File: config.mk
export PLATFORM = sky130hd
export DESIGN_NAME = alu_exec_stage
export DESIGN_NICKNAME = d
export VERILOG_FILES = /design/src/rtl/mips_pkg.sv /design/src/rtl/alu_core.sv /design/src/rtl/alu_exec_stage.sv
export SDC_FILE = /design/constraint.sdc
export NUM_CORES = 1
export LEC_CHECK = 0
export BUFFER_PORTS_ARGS = -buffer_cell sky130_fd_sc_hd__buf_4
export CAP_MARGIN = 20
export CORE_ASPECT_RATIO = 0.7
export CORE_MARGIN = 2
export CORE_UTILIZATION = 44
export DETAILED_ROUTE_END_ITERATION = 7
export PLACE_DENSITY = 0.69
export SLEW_MARGIN = 30
export SYNTH_ARGS = -nofsm -noshare
export SYNTH_HDL_FRONTEND = slang
export SYNTH_SLANG_ARGS = --single-unit
File: constraint.sdc
create_clock -name clk -period 3.4 [get_ports clk]
set_input_delay 0.68 -clock clk [delete_from_list [all_inputs] [get_ports clk]]
set_output_delay 0.68 -clock clk [all_outputs]
set_load 0.02 [all_outputs]
File: src/rtl/mips_pkg.sv
// Shared ALU operation encodings for the EX stage and its combinational core.
package mips_pkg;

    typedef logic [2:0] alu_op_t;

    localparam alu_op_t ALU_AND = 3'b000;
    localparam alu_op_t ALU_OR  = 3'b001;
    localparam alu_op_t ALU_ADD = 3'b010;
    localparam alu_op_t ALU_SUB = 3'b110;
    localparam alu_op_t ALU_SLT = 3'b111;

endpackage

File: src/rtl/alu_core.sv
// Combinational ALU: executes one operation code and flags illegal codes and
// signed overflow on ADD/SUB.
module alu_core
    import mips_pkg::*;
#(
    parameter int unsigned W = 32
) (
    input  alu_op_t        op,
    input  logic [W-1:0]   a,
    input  logic [W-1:0]   b,
    output logic [W-1:0]   result,
    output logic           illegal,
    output logic           ovf
);

    logic [W-1:0] w_sum;
    logic [W-1:0] w_diff;

    assign w_sum  = a + b;
    assign w_diff = a - b;

    always_comb begin
        result  = '0;
        illegal = 1'b0;
        ovf     = 1'b0;
        case (op)
            ALU_AND: result = a & b;
            ALU_OR:  result = a | b;
            ALU_ADD: begin
                result = w_sum;
                ovf    = (a[W-1] == b[W-1]) && (w_sum[W-1] != a[W-1]);
            end
            ALU_SUB: begin
                result = w_diff;
                // subtraction overflows when a and ~b share a sign the result lacks
                ovf    = (a[W-1] != b[W-1]) && (w_diff[W-1] != a[W-1]);
            end
            ALU_SLT: result = {{(W-1){1'b0}}, ($signed(a) < $signed(b))};
            default: illegal = 1'b1;
        endcase
    end

endmodule

File: src/rtl/alu_exec_stage.sv
// EX pipeline stage: one-entry valid/ready slot holding the ALU result for MEM.
// Define OVF_TRAP_EN to add out_ovf and suppress regwrite on signed ADD/SUB overflow.
module alu_exec_stage
    import mips_pkg::*;
#(
    parameter int unsigned W     = 32,
    parameter int unsigned CNT_W = 16
) (
    input  logic             clk,
    input  logic             reset,
    input  logic             in_valid,
    output logic             in_ready,
    input  logic [2:0]       in_op,
    input  logic [W-1:0]     in_a,
    input  logic [W-1:0]     in_b,
    input  logic [4:0]       in_rd,
    input  logic             in_regwrite,
    input  logic             flush,
    output logic             out_valid,
    input  logic             out_ready,
    output logic [W-1:0]     out_result,
    output logic             out_zero,
    output logic [4:0]       out_rd,
    output logic             out_regwrite,
    output logic             out_illegal,
`ifdef OVF_TRAP_EN
    output logic             out_ovf,
`endif
    output logic [CNT_W-1:0] stall_cnt
);

`ifdef OVF_TRAP_EN
    localparam bit OVF_TRAP = 1'b1;
`else
    localparam bit OVF_TRAP = 1'b0;
`endif

    logic [W-1:0]     w_result;
    logic             w_illegal;
    logic             w_ovf;
    logic             w_accept;
    logic             w_stall;
    logic             w_regwrite;

    logic             r_valid;
    logic [W-1:0]     r_result;
    logic [4:0]       r_rd;
    logic             r_regwrite;
    logic             r_illegal;
    logic [CNT_W-1:0] r_cnt;

    alu_core #(.W(W)) u_alu_core (
        .op      (in_op),
        .a       (in_a),
        .b       (in_b),
        .result  (w_result),
        .illegal (w_illegal),
        .ovf     (w_ovf)
    );

    assign in_ready   = !reset && (!r_valid || out_ready);
    assign w_accept   = in_valid && in_ready && !flush;
    assign w_stall    = r_valid && !out_ready && !flush;
    assign w_regwrite = in_regwrite && !w_illegal && !(OVF_TRAP && w_ovf);

    always_ff @(posedge clk) begin
        if (reset) begin
            r_valid    <= 1'b0;
            r_result   <= '0;
            r_rd       <= '0;
            r_regwrite <= 1'b0;
            r_illegal  <= 1'b0;
            r_cnt      <= '0;
        end else begin
            if (w_stall && (r_cnt != '1)) begin
                r_cnt <= r_cnt + CNT_W'(1);
            end
            // flush wins over both accept and hold; payload is left untouched
            if (flush) begin
                r_valid <= 1'b0;
            end else if (w_accept) begin
                r_valid    <= 1'b1;
                r_result   <= w_result;
                r_rd       <= in_rd;
                r_regwrite <= w_regwrite;
                r_illegal  <= w_illegal;
            end else if (r_valid && out_ready) begin
                r_valid <= 1'b0;
            end
        end
    end

`ifdef OVF_TRAP_EN
    logic r_ovf;

    always_ff @(posedge clk) begin
        if (reset) begin
            r_ovf <= 1'b0;
        end else if (w_accept) begin
            r_ovf <= w_ovf;
        end
    end

    assign out_ovf = r_ovf;
`endif

    assign out_valid    = r_valid;
    assign out_result   = r_result;
    assign out_zero     = (r_result == '0);
    assign out_rd       = r_rd;
    assign out_regwrite = r_regwrite;
    assign out_illegal  = r_illegal;
    assign stall_cnt    = r_cnt;

endmodule
* Yosys cells after proc, flatten, opt, wreduce, memory -nomap -nowiden *
Index checks and enable logic that the tools add are counted.
W data, S select, Z words.

cells by class
  reductions and logical operators = 19
  eq/ne operators = 5
  bitwise logic cells = 3
  multiplexer cells = 4
  magnitude comparators = 1
  add/subtract/negate cells = 3

operator list
  operator                 count
  $pmux W32 S5             1
  $add A32 B32 Y32         1
  $and A32 B32 Y32         1
  $logic_not A32 Y1        1
  $lt A32 B32 Y1           1
  $or A32 B32 Y32          1
  $sub A32 B32 Y32         1
  $add A16 B1 Y16 const B  1
  $ne A16 B16 Y1 const B   1
  $logic_and A1 B1 Y1      8
  $eq A3 B3 Y1 const B     2
  $reduce_or A5 Y1         1
  $logic_not A1 Y1         4
  $eq A3 B1 Y1 const B     1
  $eq A3 B2 Y1 const B     1
  $logic_not A3 Y1         1
  $mux W1                  3
  $reduce_and A2 Y1        1
  $reduce_bool A2 Y1       1
  $reduce_or A2 Y1         1
  $logic_or A1 B1 Y1       1
  $not A1 Y1               1

storage, ports and cells
  input bits = 78
  flip-flop bits (word level) = 56
  output and inout port bits = 58
  logic and storage cells = 41

* Depth between registers and ports, before layout *
  depth in word-level cells = 6
  gate-level depth with buffers = 14

* Hierarchy *
From an unflattened synthesis, not the netlist that was laid out.

unflattened totals
  cell total of the unflattened synthesis = 980
  area, all modules = 6,979.2 um^2

by module, submodules not included
  module          area an instance (um^2)  cells each  times used
  alu_core        4,734.5                  697         1
  alu_exec_stage  2,244.7                  283         1

* Worst setup path before layout *
OpenSTA, ideal clock, no wires.

  kind = in2reg
  from = input port in_a[0]
  to = register r_result[24], in the netlist out_result[24]
  library setup time = 0.128 ns
  arrival = 3.049 ns
  cell stages on the path = 13
  path buffers = 0
  path slack = 0.223 ns
  path through = ha_1 > inv_1 > fa_1 > nor2b_1 > o31a_1 > o221a_2 > a41oi_2 > a32o_1 > nor4_1 > o22ai_1 > xnor2_1 > a221oi_1 > nor2_1

on the way
  longest elaborated chain between the ends = 2
  elaborated cells on any way between the ends = 3
  those cells by class = add/sub: 2; mux: 1

ends and longest elaborated chain
  item                                                  RTL line                        source
  start, declared                                       alu_exec_stage.sv:14            input logic [W-1:0] in_a,
  $sub A32 B32 Y32 or $add A32 B32 Y32 (tied branches)  alu_core.sv:20, alu_core.sv:19
  $pmux W32 S5 (*)                                      alu_core.sv:26                  case (op)
  end signal, assigned                                  alu_exec_stage.sv:83            r_result <= w_result;
  end, declared                                         alu_exec_stage.sv:46            logic [W-1:0] r_result;

Every way passes the cells marked *; elsewhere a longest branch is shown, timed or not.
A chain may end at the register's enable or synchronous reset.

* Final worst setup path *
  from = input port in_b[1]
  to = register r_result[31], in the netlist out_result[31]

on the way
  longest elaborated chain between the ends = 2
  elaborated cells on any way between the ends = 3
  those cells by class = add/sub: 2; mux: 1

ends and longest elaborated chain
  item                                                  RTL line                        source
  start, declared                                       alu_exec_stage.sv:15            input logic [W-1:0] in_b,
  $sub A32 B32 Y32 or $add A32 B32 Y32 (tied branches)  alu_core.sv:20, alu_core.sv:19
  $pmux W32 S5 (*)                                      alu_core.sv:26

Marked as above.

==> out/qor.txt <==
==========================================================================================
Area of the multi-input gates                                                     5070 um2
Height of the die                                                                 107.6 um
Critical-path top delay cell                                                  sky130_fd_sc_hd__a311o_1
Final standard cell utilization of the core                                         0.5811
Result of the run                                                             finished clean
Starting Density                                                                    0.4538
Antenna-violating nets left                                                              0
Sequential cell area in the final layout                                          1121 um2
Total number of nets in the final design                                              1284
Data arrival time of the critical path                                             3.40 ns
Number of max-capacitance violations reported                                            0
First-iteration detailed-routing DRC count                                             730
Detailed-route wire length on metal 1                                             10860 um
Setup_tns                                                                             0 ns
Highest Clock Rate                                                               311.0 MHz
Via count of the first global-routing pass                                            7124
Buffer cell driving the clock tree root                                       sky130_fd_sc_hd__clkbuf_16
Unrepaired setup endpoints after global routing                                         no
Most common cell after layout, fill and taps aside                            sky130_fd_sc_hd__buf_4
Number of port buffers                                                                 135
Number of primary I/O pins                                                             136
CTS H-tree lvls                                                                          2
Power density over the cells                                                  285.8 nW/um2
Largest area contributor in the synthesized netlist                           sky130_fd_sc_hd__ha_1
DR DRC count                                                                             0
Pin slew with the least headroom to its limit                                    0.7715 ns
Period minus WS final                                                             3.216 ns
Core box area                                                                    14860 um2
Total grt overflow                                                                       0
VDD IR-drop max                                                                   198.6 uV
Area share of the largest cell type after synthesis                                 0.1818
Diodes inserted                                                                          0
Share of synthesized registers carrying an async set or reset                            0
Layout-stage area growth over the synthesis result                                  28.05%
Largest fanout on the critical path                                                      4
Netlist cell types                                                                      78
Mean post-synth cell area                                                        7.244 um2
CTS sink cnt                                                                            56
Routed vias/inst                                                                     5.786
Number of search-and-repair iterations in the first detailed-routing pass                5
Post-synth EDFFs                                                                         0
Final-report setup violation count                                                       0
Data required time of the critical path                                            3.59 ns
Final HPWL from detailed placement                                                18280 um
Worst Path Class, Setup                                                       input port to flop
Weighted congestion at the end of routability-driven global placement               0.9996
Die width                                                                         152.0 um
Number of storage elements in the synthesis netlist                                     56
DR vias                                                                               7527
Clk_lat worst skew                                                                 0.31 ns
Final Hold Vio Count                                                                     0
TritonCTS clock tree                                                                   yes
Number of buffers between clock root and the deepest sink                                2
Critical Path Start Type                                                        input port
Number of antenna violations at the first check in global routing                        0
Synthesis Warnings                                                                       0
Proportion of synthesized chip area in sequential cells                             0.1662
Global-route wire length before repair                                            36800 um
Pin count of the biggest net entering global routing                                    44
CTS Hold Bufs                                                                            0
# rows                                                                                  37
Series of cell instances along the critical path                              buf_4 -> inv_1 -> ha_1 -> a21o_1 -> a311o_1 -> o21ai_2 -> o31a_1 -> o211ai_1 -> and3b_1 -> o311ai_2 -> a2111oi_1 -> a2111oi_1 -> o21ai_1
Path class of the lowest-slack min-delay path                                 flop to flop
Portion of the clock cycle consumed by the worst path in the final layout           0.9458
Clock edge transition at the registers on the reported setup and hold paths        0.08 ns
Cell area after synthesis                                                         6744 um2
Average wire per standard cell                                                    17.56 um
Cell count after synthesis                                                             931
Worst Clk Skew                                                                 0.006587 ns
Leading register cell type out of synthesis                                   sky130_fd_sc_hd__dfxtp_1
Top post-synthesis cells by area                                              sky130_fd_sc_hd__ha_1 (18%), sky130_fd_sc_hd__dfxtp_1 (17%), sky130_fd_sc_hd__a21oi_1 (6.1%)
Met2 Routed Length                                                                 9469 um
Detailed Route WL                                                                 22840 um
Crit. End Element                                                                     flop
Max-slew violation count                                                                 0
Overall die area                                                                 16350 um2
Met3 Wirelength                                                                    2032 um
Post-Syn Nets                                                                         1109
Number of buffers inserted during clock tree synthesis                                   5
Worst slew margin relative to its limit                                             0.4809
Cell with the most instances on the worst path                                sky130_fd_sc_hd__a2111oi_1
Highest routed metal layer                                                            met4
Commonest cells after routing, fill and taps aside                            sky130_fd_sc_hd__buf_4 (219), sky130_fd_sc_hd__inv_1 (98), sky130_fd_sc_hd__ha_1 (98), sky130_fd_sc_hd__a21oi_1 (82), sky130_fd_sc_hd__nand2_1 (77)
Delay of the slowest critical-path stage                                           0.39 ns
Final-layout fill cell count                                                          1426
Leakage dissipation                                                               4.146 nW
Global-route usage over all layers                                                  0.2747
Fraction of layout cells with a size suffix above 1                                 0.2278
==========================================================================================
-- worst paths after layout --
| check | slack, ns | depth (start not counted) | endpoint | from |
|---|---|---|---|---|
| max | 0.18 | 13 | out_result[31] | in_b[1] |
| min | 0.46 | 2 | out_rd[1] | out_rd[1] |
| max reg2reg | 0.94 | 9 | stall_cnt[15] | stall_cnt[9] |
| min reg2reg | 0.46 | 2 | out_rd[1] | out_rd[1] |
-- sequential cells by signal, indices dropped and copies added, names as in the netlist --
name,flops
out_regwrite,1
stall_cnt,16
out_illegal,1
out_rd,5
out_result,32
out_valid,1
-- cell type report --
cell class	count	area share
Timing Repair Buffer	219	0.1904
Multi-Input combinational cell	725	0.5871
Inverter	99	0.04303
Sequential cell	56	0.1298
Clock inverter	2	0.006955
Clock buffer	5	0.01449
Tap cell	195	0.02825
-- logic make-up after synthesis --
family	after synthesis	share of synthesized area
flops	56	0.1662
mux	4	0.005937
simple gates	271	0.1926
buf+inv	150	0.08683
compound gates	313	0.3126
fa+ha+maj	100	0.1878
xor+xnor	37	0.04805
-- cells in the mapped netlist (20+ instances only) --
library cell and instances:
sky130_fd_sc_hd__ha_1 98, sky130_fd_sc_hd__inv_1 98, sky130_fd_sc_hd__a21oi_1 82, sky130_fd_sc_hd__nand2_1 77, sky130_fd_sc_hd__nor2_1 75, sky130_fd_sc_hd__o21ai_0 66, sky130_fd_sc_hd__dfxtp_1 56, sky130_fd_sc_hd__clkbuf_1 35
sky130_fd_sc_hd__xnor2_1 27, sky130_fd_sc_hd__a22oi_1 23, sky130_fd_sc_hd__nor3_1 20, sky130_fd_sc_hd__nor4_1 20
-- per-stage QoR --
step	hold slack, ns	instances	setup slack [ns]	total power [mW]	instance area (um2)
6_report	0.4603	1301	0.1841	2.468	8636
5_1_grt	0.4919	1301	0.01472	2.593	8636
4_1_cts	0.4623	1301	0.1857	2.445	8608
3_5_place_dp	0.4521	1294	-0.1181	1.769	8423
3_3_place_gp	0.4452	1294	-0.08752	1.767	8423
2_1_floorplan	0.5345	931	0.2232	1.350	6744
-- critical path, delay by kind of cell --
family	cells	cell delay [ns]
AO/OA/AOI/OAI	9	2.00
AND/OR/NAND/NOR	1	0.23
adder cells (fa/ha/maj)	1	0.27
buffers and inverters	2	0.23
-- routing by layer --
layer / up-vias / global-route usage
met1: 3479 / 0.4006
met2: 344 / 0.4128
met3: 32 / 0.04992
met5: - / 0
met4: 0 / 0.07677
li1: 3672 / -
-- what timing repair did --
item | 4_1_cts | 5_1_grt
endpoints found under the setup margin | 0 | 5
gates resized for setup | 0 | 7
setup buffers | 0 | 0
-- where the power goes --
group	internal [mW]	total [mW]	switching [mW]
Combinational	0.480	1.10	0.621
Clock	0.419	0.680	0.261
Sequential	0.672	0.688	0.0155
Total	1.57	2.47	0.898
Note: power is estimated with default switching activity, not from simulation.
